## config.mk

```make
export PLATFORM = sky130hd
export DESIGN_NAME = frame_accumulator
export DESIGN_NICKNAME = d
export VERILOG_FILES = /design/src/rtl/adder_pkg.sv /design/src/rtl/ripple_add_n.sv /design/src/rtl/frame_accumulator.sv
export SDC_FILE = /design/constraint.sdc
export NUM_CORES = 1
export LEC_CHECK = 0
export CELL_PAD_IN_SITES_DETAIL_PLACEMENT = 0
export CELL_PAD_IN_SITES_GLOBAL_PLACEMENT = 2
export CORE_MARGIN = 10
export CORE_UTILIZATION = 31
export DETAILED_ROUTE_END_ITERATION = 12
export PLACE_DENSITY_LB_ADDON = 0.1
export SYNTH_ARGS = -nofsm -noshare
export SYNTH_HDL_FRONTEND = slang
export SYNTH_SLANG_ARGS = --single-unit
```

## constraint.sdc

```tcl
create_clock -name clk -period 2.65 [get_ports clk]
set_input_delay 0.53 -clock clk [delete_from_list [all_inputs] [get_ports clk]]
set_output_delay 0.53 -clock clk [all_outputs]
set_load 0.02 [all_outputs]
```

## src/rtl/adder_pkg.sv

```systemverilog
// Shared definitions for the frame accumulator datapath: FSM state
// encoding and default widths.
package adder_pkg;

  localparam logic [1:0] IDLE  = 2'd0;
  localparam logic [1:0] ACCUM = 2'd1;
  localparam logic [1:0] HOLD  = 2'd2;

  localparam int DEF_ACC_W = 8;
  localparam int DEF_CNT_W = 5;

endpackage

```

## src/rtl/ripple_add_n.sv

```systemverilog
// N-bit ripple-carry adder built from a chain of 1-bit full-adder cells.
// Carry-in is tied low; the carry-out of the top cell is exported.
module ripple_add_n #(
  parameter int N = 8
) (
  input  logic [N-1:0] a,
  input  logic [N-1:0] b,
  output logic [N-1:0] sum,
  output logic         cout
);

  logic [N:0] carry;

  assign carry[0] = 1'b0;

  for (genvar i = 0; i < N; i++) begin : g_fa
    assign sum[i]       = a[i] ^ b[i] ^ carry[i];
    assign carry[i + 1] = (a[i] & b[i]) | (carry[i] & (a[i] ^ b[i]));
  end

  assign cout = carry[N];

endmodule

```

## src/rtl/frame_accumulator.sv

```systemverilog
// Frame accumulator: sums 4-bit operands of a frame into an ACC_W-bit
// accumulator and presents one result (sum, beat count, overflow) per frame.
// Build option FRAME_ACC_SATURATE_EN: when defined, the accumulator clamps at
// its maximum on carry instead of wrapping. Port list is the same either way.
//
// state | meaning
// ------+-------------------------------------------------------------
// IDLE  | no frame in progress, waiting for the first beat
// ACCUM | frame in progress, accumulating beats until in_last
// HOLD  | frame result presented on out_*, waiting for out_ready
module frame_accumulator
  import adder_pkg::*;
#(
  parameter int ACC_W = DEF_ACC_W,
  parameter int CNT_W = DEF_CNT_W
) (
  input  logic             clk,
  input  logic             rst,
  input  logic             in_valid,
  output logic             in_ready,
  input  logic [3:0]       in_data,
  input  logic             in_last,
  output logic             out_valid,
  input  logic             out_ready,
  output logic [ACC_W-1:0] out_sum,
  output logic [CNT_W-1:0] out_cnt,
  output logic             out_ovf
);

  logic [1:0]       state;
  logic [1:0]       state_nxt;
  logic [ACC_W-1:0] acc;
  logic [ACC_W-1:0] acc_nxt;
  logic [CNT_W-1:0] cnt;
  logic [CNT_W-1:0] cnt_nxt;
  logic             ovf;
  logic             ovf_nxt;
  logic             ready_q;
  logic [ACC_W-1:0] add_sum;
  logic             add_cout;
  logic             accept;
  logic             take;

  // in_ready is registered so it stays low for the first cycle after reset.
  assign in_ready  = ready_q;
  assign out_valid = (state == HOLD);
  assign accept    = in_valid & ready_q;
  assign take      = out_valid & out_ready;

  ripple_add_n #(
    .N (ACC_W)
  ) u_add (
    .a    (acc),
    .b    ({{(ACC_W - 4){1'b0}}, in_data}),
    .sum  (add_sum),
    .cout (add_cout)
  );

  // Next accumulator, counter and overflow values for an accepted beat.
  always_comb begin
`ifdef FRAME_ACC_SATURATE_EN
    // Once clamped, adding to the all-ones value carries again (or adds 0),
    // so the clamp holds for the rest of the frame.
    acc_nxt = add_cout ? {ACC_W{1'b1}} : add_sum;
`else
    acc_nxt = add_sum;
`endif
    ovf_nxt = ovf | add_cout;
    cnt_nxt = (cnt == {CNT_W{1'b1}}) ? cnt : cnt + CNT_W'(1);
  end

  // Frame sequencing: accumulate until in_last, then hold the result.
  always_comb begin
    state_nxt = state;
    case (state)
      IDLE, ACCUM: begin
        if (accept) begin
          state_nxt = in_last ? HOLD : ACCUM;
        end
      end
      HOLD: begin
        if (out_ready) begin
          state_nxt = IDLE;
        end
      end
      default: state_nxt = IDLE;
    endcase
  end

  // State, accumulator and result registers.
  always_ff @(posedge clk or posedge rst) begin
    if (rst) begin
      state   <= IDLE;
      ready_q <= 1'b0;
      acc     <= '0;
      cnt     <= '0;
      ovf     <= 1'b0;
      out_sum <= '0;
      out_cnt <= '0;
      out_ovf <= 1'b0;
    end else begin
      state   <= state_nxt;
      ready_q <= (state_nxt != HOLD);
      if (accept) begin
        acc <= acc_nxt;
        cnt <= cnt_nxt;
        ovf <= ovf_nxt;
        if (in_last) begin
          out_sum <= acc_nxt;
          out_cnt <= cnt_nxt;
          out_ovf <= ovf_nxt;
        end
      end else if (take) begin
        acc <= '0;
        cnt <= '0;
        ovf <= 1'b0;
      end
    end
  end

endmodule

```

==> results by group, run 1 <==
Place
  – Dpl ws: -553.5 ps
  – HPWL after DPL: roughly 2200 um
  – I/O Buffers: 24
  – Placed Cells: 189
  – GPL Wtd Cong: 0.6838
  – Area after DPL: roughly 1800 um2

Routing
  – Vias/cell: approximately 5
  – Avg WL per Cell: 14.89 um
  – Routed Antenna Nets: 0
  – Initial DRC count: 44
  – Pre-Repair DR Iteration Count: 2
  – Vias post-DR: 958
  – DRC Markers: 0
  – Drt total wl: a little under 3000 um

Logic synthesis
  – Number of synthesized flops with an enable pin: 0
  – Netlist cell types: 32
  – Largest area contributor in the netlist: dfrtp_1
  – Seq cells post-synth: 31
  – Main synth FF type: dfrtp_1
  – Sequential element share of the synthesized area: a little over half
  – Area contributors post-synth: dfrtp_1, ha_1, mux2_1
  – Post-Syn Instances: ~120
  – Share of the synthesized area in the top cell type: between 50% and 60%
  – Mean post-synth cell area: about 12 um2
  – Synth cell count leaders: dfrtp_1, inv_1, nand2_1, o21ai_1, a22o_1
  – Ys async rst share: 100.0%
  – Synth Cell Area: 1424 um2
  – Synth warnings: 0
  – Cell with the most instances after synthesis: dfrtp_1
  – Post-Syn Nets: 133

CTS
  – CTS clk-pin slew, worst paths: 60 ps
  – Post-CTS Setup Bufs: 0
  – H-tree Lvls: 2
  – Clock Tree Buf Depth: 2
  – CTS root buf: clkbuf_8
  – Post-cts resize count: 7
  – Num CTS Buffers: 5
  – Hold_buf cts: 0
  – Skew-Pair Late Insertion Delay: 280 ps
  – CTS sink count: 31
  – CTS tree: yes

Worst hold path
  – Hold Crit Start: state[1]
  – Hold path endpoint: state[0]
  – Hold Crit Depth: 1
  – HP Class: reg -> reg

Setup path
  – CP max-delay cell: fa_2
  – Crit-path max cell delay: 370 ps
  – Crit path launch type: primary input
  – CP arrival: 2720 ps
  – Worst R2R End: out_sum[7]
  – Crit Path Max Fanout: 2
  – R2R Setup Slk: 170 ps
  – CP Class: in -> reg
  – Worst Reg-to-Reg Cells: 11
  – Critical Path Sink Type: register
  – Worst-path cell chain: dlygate4sd2_1 > ha_2 > inv_2 > fa_2 > fa_2 > inv_2 > fa_2 > ha_4 > ha_4 > ha_4 > ha_4 > mux2_4
  – WP data required: 2810 ps
  – Start of the worst register-to-register path: acc[0]
  – Crit-path most repeated cell: ha_4

Timing
  – Clk_skew: 7.701 ps
  – Worst rel slew slack: between 70 and 80%
  – Fin crit period: around 2600 ps
  – Unrepaired setup endpoints after global routing: no
  – Setup TNS: 0 ps
  – Final Hold Vio Count: 0
  – Final period utilization: a little over nine tenths
  – Worst-margin pin slew: 391.4 ps
  – Setup WS post-layout: 92.74 ps
  – Final setup viols: 0
  – Slew Limit Fails: 0
  – F_max: approximately 0.39 GHz

Floorplan
  – Number of top-level pins: 25
  – Die area: between 7000 and 8000 um2
  – Die height: ~88 um
  – Chip Width: 87.77 um
  – Row cnt: 24
  – Initial Utilization: 32.26%
  – Core ar.: around 4400 um2

Outcome
  – Outcome: complete, no violations

Global route
  – First-pass GRT wire length: roughly 5100 um
  – Largest net degree at the start of global routing: 32
  – Initial antenna violation count: 0
  – Vias in the first global route: 1034
  – Total gr overflow: 0
  – Total GRT Usage: 8.505%

Run
  – Max_cap viols: 0

Layout
  – Post-route cell area: 1893 um2
  – Antenna fix cells: 0
  – Multi-input logic area: 646.9 um2
  – Post-Layout Cell Count: 197
  – FF/Latch Area: just under 800 um2
  – # fillers: 428
  – Area growth syn-to-layout: 32.95%
  – Final #Nets: 162
  – Layout Utilization: 42.89%
  – Share of cells above drive strength 1: 20.00%

Power
  – Power density over the cells: 1033 nW/um2
  – Leak pwr: 0.8598 nW
  – Max VDD drop: approximately 0.36 mV
==> worst max-delay path: cells and delay by family <==
kind,cells,cell delay [ps]
fa+ha+maj,8,1610
mux,1,260
buf+inv,3,320
==> worst max-delay path by stage <==
stage / from / endpoint / slack (ps)
after floorplan: in_data[0] / out_sum[7] / 1
after global placement: in_data[0] / out_sum[7] / -520
after detailed placement: in_data[0] / out_sum[7] / -550
after CTS: in_data[0] / out_sum[7] / 90
after global routing: in_data[0] / out_sum[7] / 50
final: in_data[0] / out_sum[7] / 90
==> placed cells by master (no fill, tap or decap), drive strengths merged, types with 6 or more instances in the layout <==
cell type and count:
nand2 8, inv 11, clkbuf 7, ha 6, mux2 7, clkdlybuf4s50 22, dfrtp 31, a22o 7
o21ai 9
==> per-layer routing <==
metal  track usage [%]  wire [um]
met5                 0          0
met4             3.913         57
met3             4.085        203
met2             13.36       1387
met1             9.545       1284
==> where the power goes <==
part           switching [W]  leakage [nW]  internal (W)
registers           0.000132         0.388      0.000641
logic               0.000359         0.422      0.000407
clock network       0.000180        0.0505      0.000236
==> final cells by class <==
type	instances	area share (%)
sequential	31	40.98
multi-input combinational	68	34.17
timing repair buffer	27	13.75
clock buffer	7	5.089
tap	52	3.437
inverter	11	2.181
clock inverter	1	0.3966
==> cell families after synthesis <==
kind of cell    after synthesis  synth area share [%]
fa+ha+maj                     9                 9.490
buf+inv                      16                 4.569
compound gates               30                 15.03
mux                          10                 7.645
flops                        31                 54.48
simple gates                 17                 7.558
xor+xnor                      2                 1.230
==> sequential cells by signal (all words and copies together) (netlist names) <==
signal    count
cnt           5
in_ready      1
out_cnt       5
acc           8
out_ovf       1
out_sum       8
state         2
ovf           1
==> through the flow <==
step	hold WS (ps)	power, W
finish	480.5	0.001955
global route	506.9	0.002106
CTS	482.2	0.001994
detailed placement	468.9	0.001548
global placement	459.3	0.001534
floorplan	440.1	0.001242
(Power assumes the default switching activity.)
==> inputs of run 2 (changes only) <==
- CTS_BUF_LIST: default -> sky130_fd_sc_hd__clkbuf_16
- MAX_ROUTING_LAYER: default -> met4
- PLACE_DENSITY_LB_ADDON: 0.1 -> 0.2
==> run 2 against run 1 <==
Compared with the run above:
- core utilization up 0.57 points
- global-route usage about the same
- die area unchanged
- fmax down 0.31%
- clock skew down 3.3 ps
- cell count down 1.0%
- worst hold slack worse by 9.0 ps
- final area up 1.3%
- critical endpoint unchanged
- largest cell class unchanged
==> results by group, run 2 (synthesis results as in run 1) <==
Outcome
  – Outcome: complete, no violations (unchanged)

Routing
  – Drt total wl: 2796 um (was 2933 um)
  – Routed Antenna Nets: 0 (unchanged)
  – Avg WL per Cell: 14.34 um (was 14.89 um)
  – Pre-Repair DR Iteration Count: 4 (was 2)
  – Vias/cell: 4.887 (was 4.863)
  – Vias post-DR: 953 (was 958)
  – DRC Markers: 0 (unchanged)
  – Initial DRC count: 47 (was 44)

Setup path
  – Start of the worst register-to-register path: acc[0] (unchanged)
  – Crit path from: in_data[0] (unchanged)
  – Worst-path cell chain: dlygate4sd2_1 > ha_2 > inv_2 > fa_2 > fa_2 > inv_2 > fa_2 > ha_4 > ha_4 > ha_4 > ha_4 > mux2_4 (unchanged)
  – CP Class: in -> reg (unchanged)
  – CP arrival: 2710 ps (was 2720 ps)
  – Critical Path Sink Type: register (unchanged)
  – WP data required: 2790 ps (was 2810 ps)
  – Worst Reg-to-Reg Cells: 11 (unchanged)
  – Crit-path max cell delay: 340 ps (was 370 ps)
  – Worst R2R End: out_sum[7] (unchanged)
  – Crit path launch type: primary input (unchanged)
  – R2R Setup Slk: 200 ps (was 170 ps)
  – Setup crit end: out_sum[7] (unchanged)
  – Crit Path Max Fanout: 2 (unchanged)
  – CP max-delay cell: fa_2 (unchanged)
  – Crit-path most repeated cell: ha_4 (unchanged)

Floorplan
  – Die area: 7704 um2 (unchanged)
  – Chip Width: 87.77 um (unchanged)
  – Row cnt: 24 (unchanged)
  – Number of top-level pins: 25 (unchanged)
  – Core ar.: 4414 um2 (unchanged)
  – Die height: 87.77 um (unchanged)
  – Initial Utilization: 32.26% (unchanged)

Timing
  – Slew Limit Fails: 0 (unchanged)
  – Unrepaired setup endpoints after global routing: no (unchanged)
  – Fin crit period: 2565 ps (was 2557 ps)
  – Worst-margin pin slew: 463.6 ps (was 391.4 ps)
  – Final setup viols: 0 (unchanged)
  – Clk_skew: 4.352 ps (was 7.701 ps)
  – Final period utilization: 96.80% (was 96.50%)
  – Worst rel slew slack: 69.06% (was 73.90%)
  – Final Hold Vio Count: 0 (unchanged)
  – F_max: 0.3898 GHz (was 0.3910 GHz)
  – Setup WS post-layout: 84.72 ps (was 92.74 ps)

Place
  – HPWL after DPL: 2022 um (was 2161 um)
  – Dpl ws: -553.7 ps (was -553.5 ps)
  – GPL Wtd Cong: 0.7887 (was 0.6838)
  – I/O Buffers: 24 (unchanged)
  – Placed Cells: 189 (unchanged)

CTS
  – CTS sink count: 31 (unchanged)
  – Skew-Pair Late Insertion Delay: 270 ps (was 280 ps)
  – Clock Tree Buf Depth: 2 (unchanged)
  – H-tree Lvls: 2 (unchanged)
  – CTS tree: yes (unchanged)
  – Post-CTS Setup Bufs: 0 (unchanged)
  – CTS clk-pin slew, worst paths: 50 ps (was 60 ps)
  – Num CTS Buffers: 5 (unchanged)
  – CTS root buf: clkbuf_16 (was clkbuf_8)

Power
  – Max VDD drop: 0.4971 mV (was 0.3586 mV)
  – Total power: 0.002043 W (was 0.001955 W)
  – Power density over the cells: 1065 nW/um2 (was 1033 nW/um2)
  – Leak pwr: 0.8763 nW (was 0.8598 nW)

Layout
  – Antenna fix cells: 0 (unchanged)
  – Post-Layout Cell Count: 195 (was 197)
  – Commonest non-fill, non-tap cells in the layout: dfrtp_1, clkdlybuf4s50_1, inv_1 (was dfrtp_1, clkdlybuf4s50_1, nand2_1, o21ai_1, inv_1)
  – Final #Nets: 162 (unchanged)
  – Layout Utilization: 43.45% (was 42.89%)
  – Share of cells above drive strength 1: 18.18% (was 20.00%)
  – Area growth syn-to-layout: 34.71% (was 32.95%)
  – Top Registers: acc: 8 flops, out_sum: 8 flops (unchanged)
  – Most common cell after layout, fill and taps aside: dfrtp_1 (unchanged)

Global route
  – Largest net degree at the start of global routing: 32 (unchanged)
  – First-pass GRT wire length: 5071 um (was 5092 um)
  – Total gr overflow: 0 (unchanged)
  – Vias in the first global route: 1072 (was 1034)
  – Total GRT Usage: 8.495% (was 8.505%)
  – Initial antenna violation count: 0 (unchanged)

Run
  – Max_cap viols: 0 (unchanged)

Worst hold path
  – HP Class: reg -> reg (unchanged)
-- run 2: changes by cell type in the layout (fill, tap and decap cells not counted) --
cell | before | now
clkbuf_16 | 0 | 5
clkbuf_8 | 7 | 0
clkinvlp_4 | 1 | 0
inv_1 | 8 | 9
-- run 2: worst min-delay path by stage --
stage	start	to	slack (ps)	depth (start not counted)
detailed placement	state[1]	state[0]	470	1
global route	out_cnt[2]	out_cnt[2]	500	1
CTS	state[1]	state[0]	470	1
global placement	state[1]	state[0]	460	1
floorplan	state[1]	state[0]	440	1
finish	state[1]	state[0]	470	1
-- run 2: final cells by class --
class                   count  area (um2)
fillers                   415        2496
multi-input cells          68       646.9
clock inverters             1       3.754
clock buffers               5       125.1
well taps                  52       65.06
flip-flops and latches     31       775.7
inverters                  11       41.29
repair buffers             27       260.3
-- run 2: timing repair --
item,4_1_cts,5_1_grt
gates resized for setup,5,2
hold buffers,0,0
setup endpoints to repair,7,1
pin swaps,4,1
-- run 2: layer usage --
metal / wire length (um) / vias up / global-route usage (%)
met3: 135 / 4 / 2.693
met5: 0 / - / -
li1: - / 463 / -
met2: 1390 / 15 / 13.89
met1: 1239 / 471 / 9.681
met4: 31 / 0 / 2.609
-- run 2: metrics by stage --
| stage | hold WS, ps | cell area [um2] | setup TNS, ps |
|---|---|---|---|
| after global routing | 499.0 | 1918 | 0 |
| after detailed placement | 467.6 | 1775 | -3413 |
| after CTS | 471.8 | 1914 | 0 |
| after floorplan | 440.1 | 1471 | 0 |
| final | 471.5 | 1918 | 0 |
| after global placement | 458.7 | 1775 | -3239 |
-- run 2: critical path: cells and delay by family --
kind,cells,cell delay [ps]
buf+inv,3,330
fa+ha+maj,8,1600
mux,1,260
-- run 2: power breakdown --
group / total (W) / switching [W] / internal, W
Combinational: 0.000765 / 0.000358 / 0.000407
Clock: 0.000503 / 0.000172 / 0.000332
Sequential: 0.000775 / 0.000132 / 0.000643
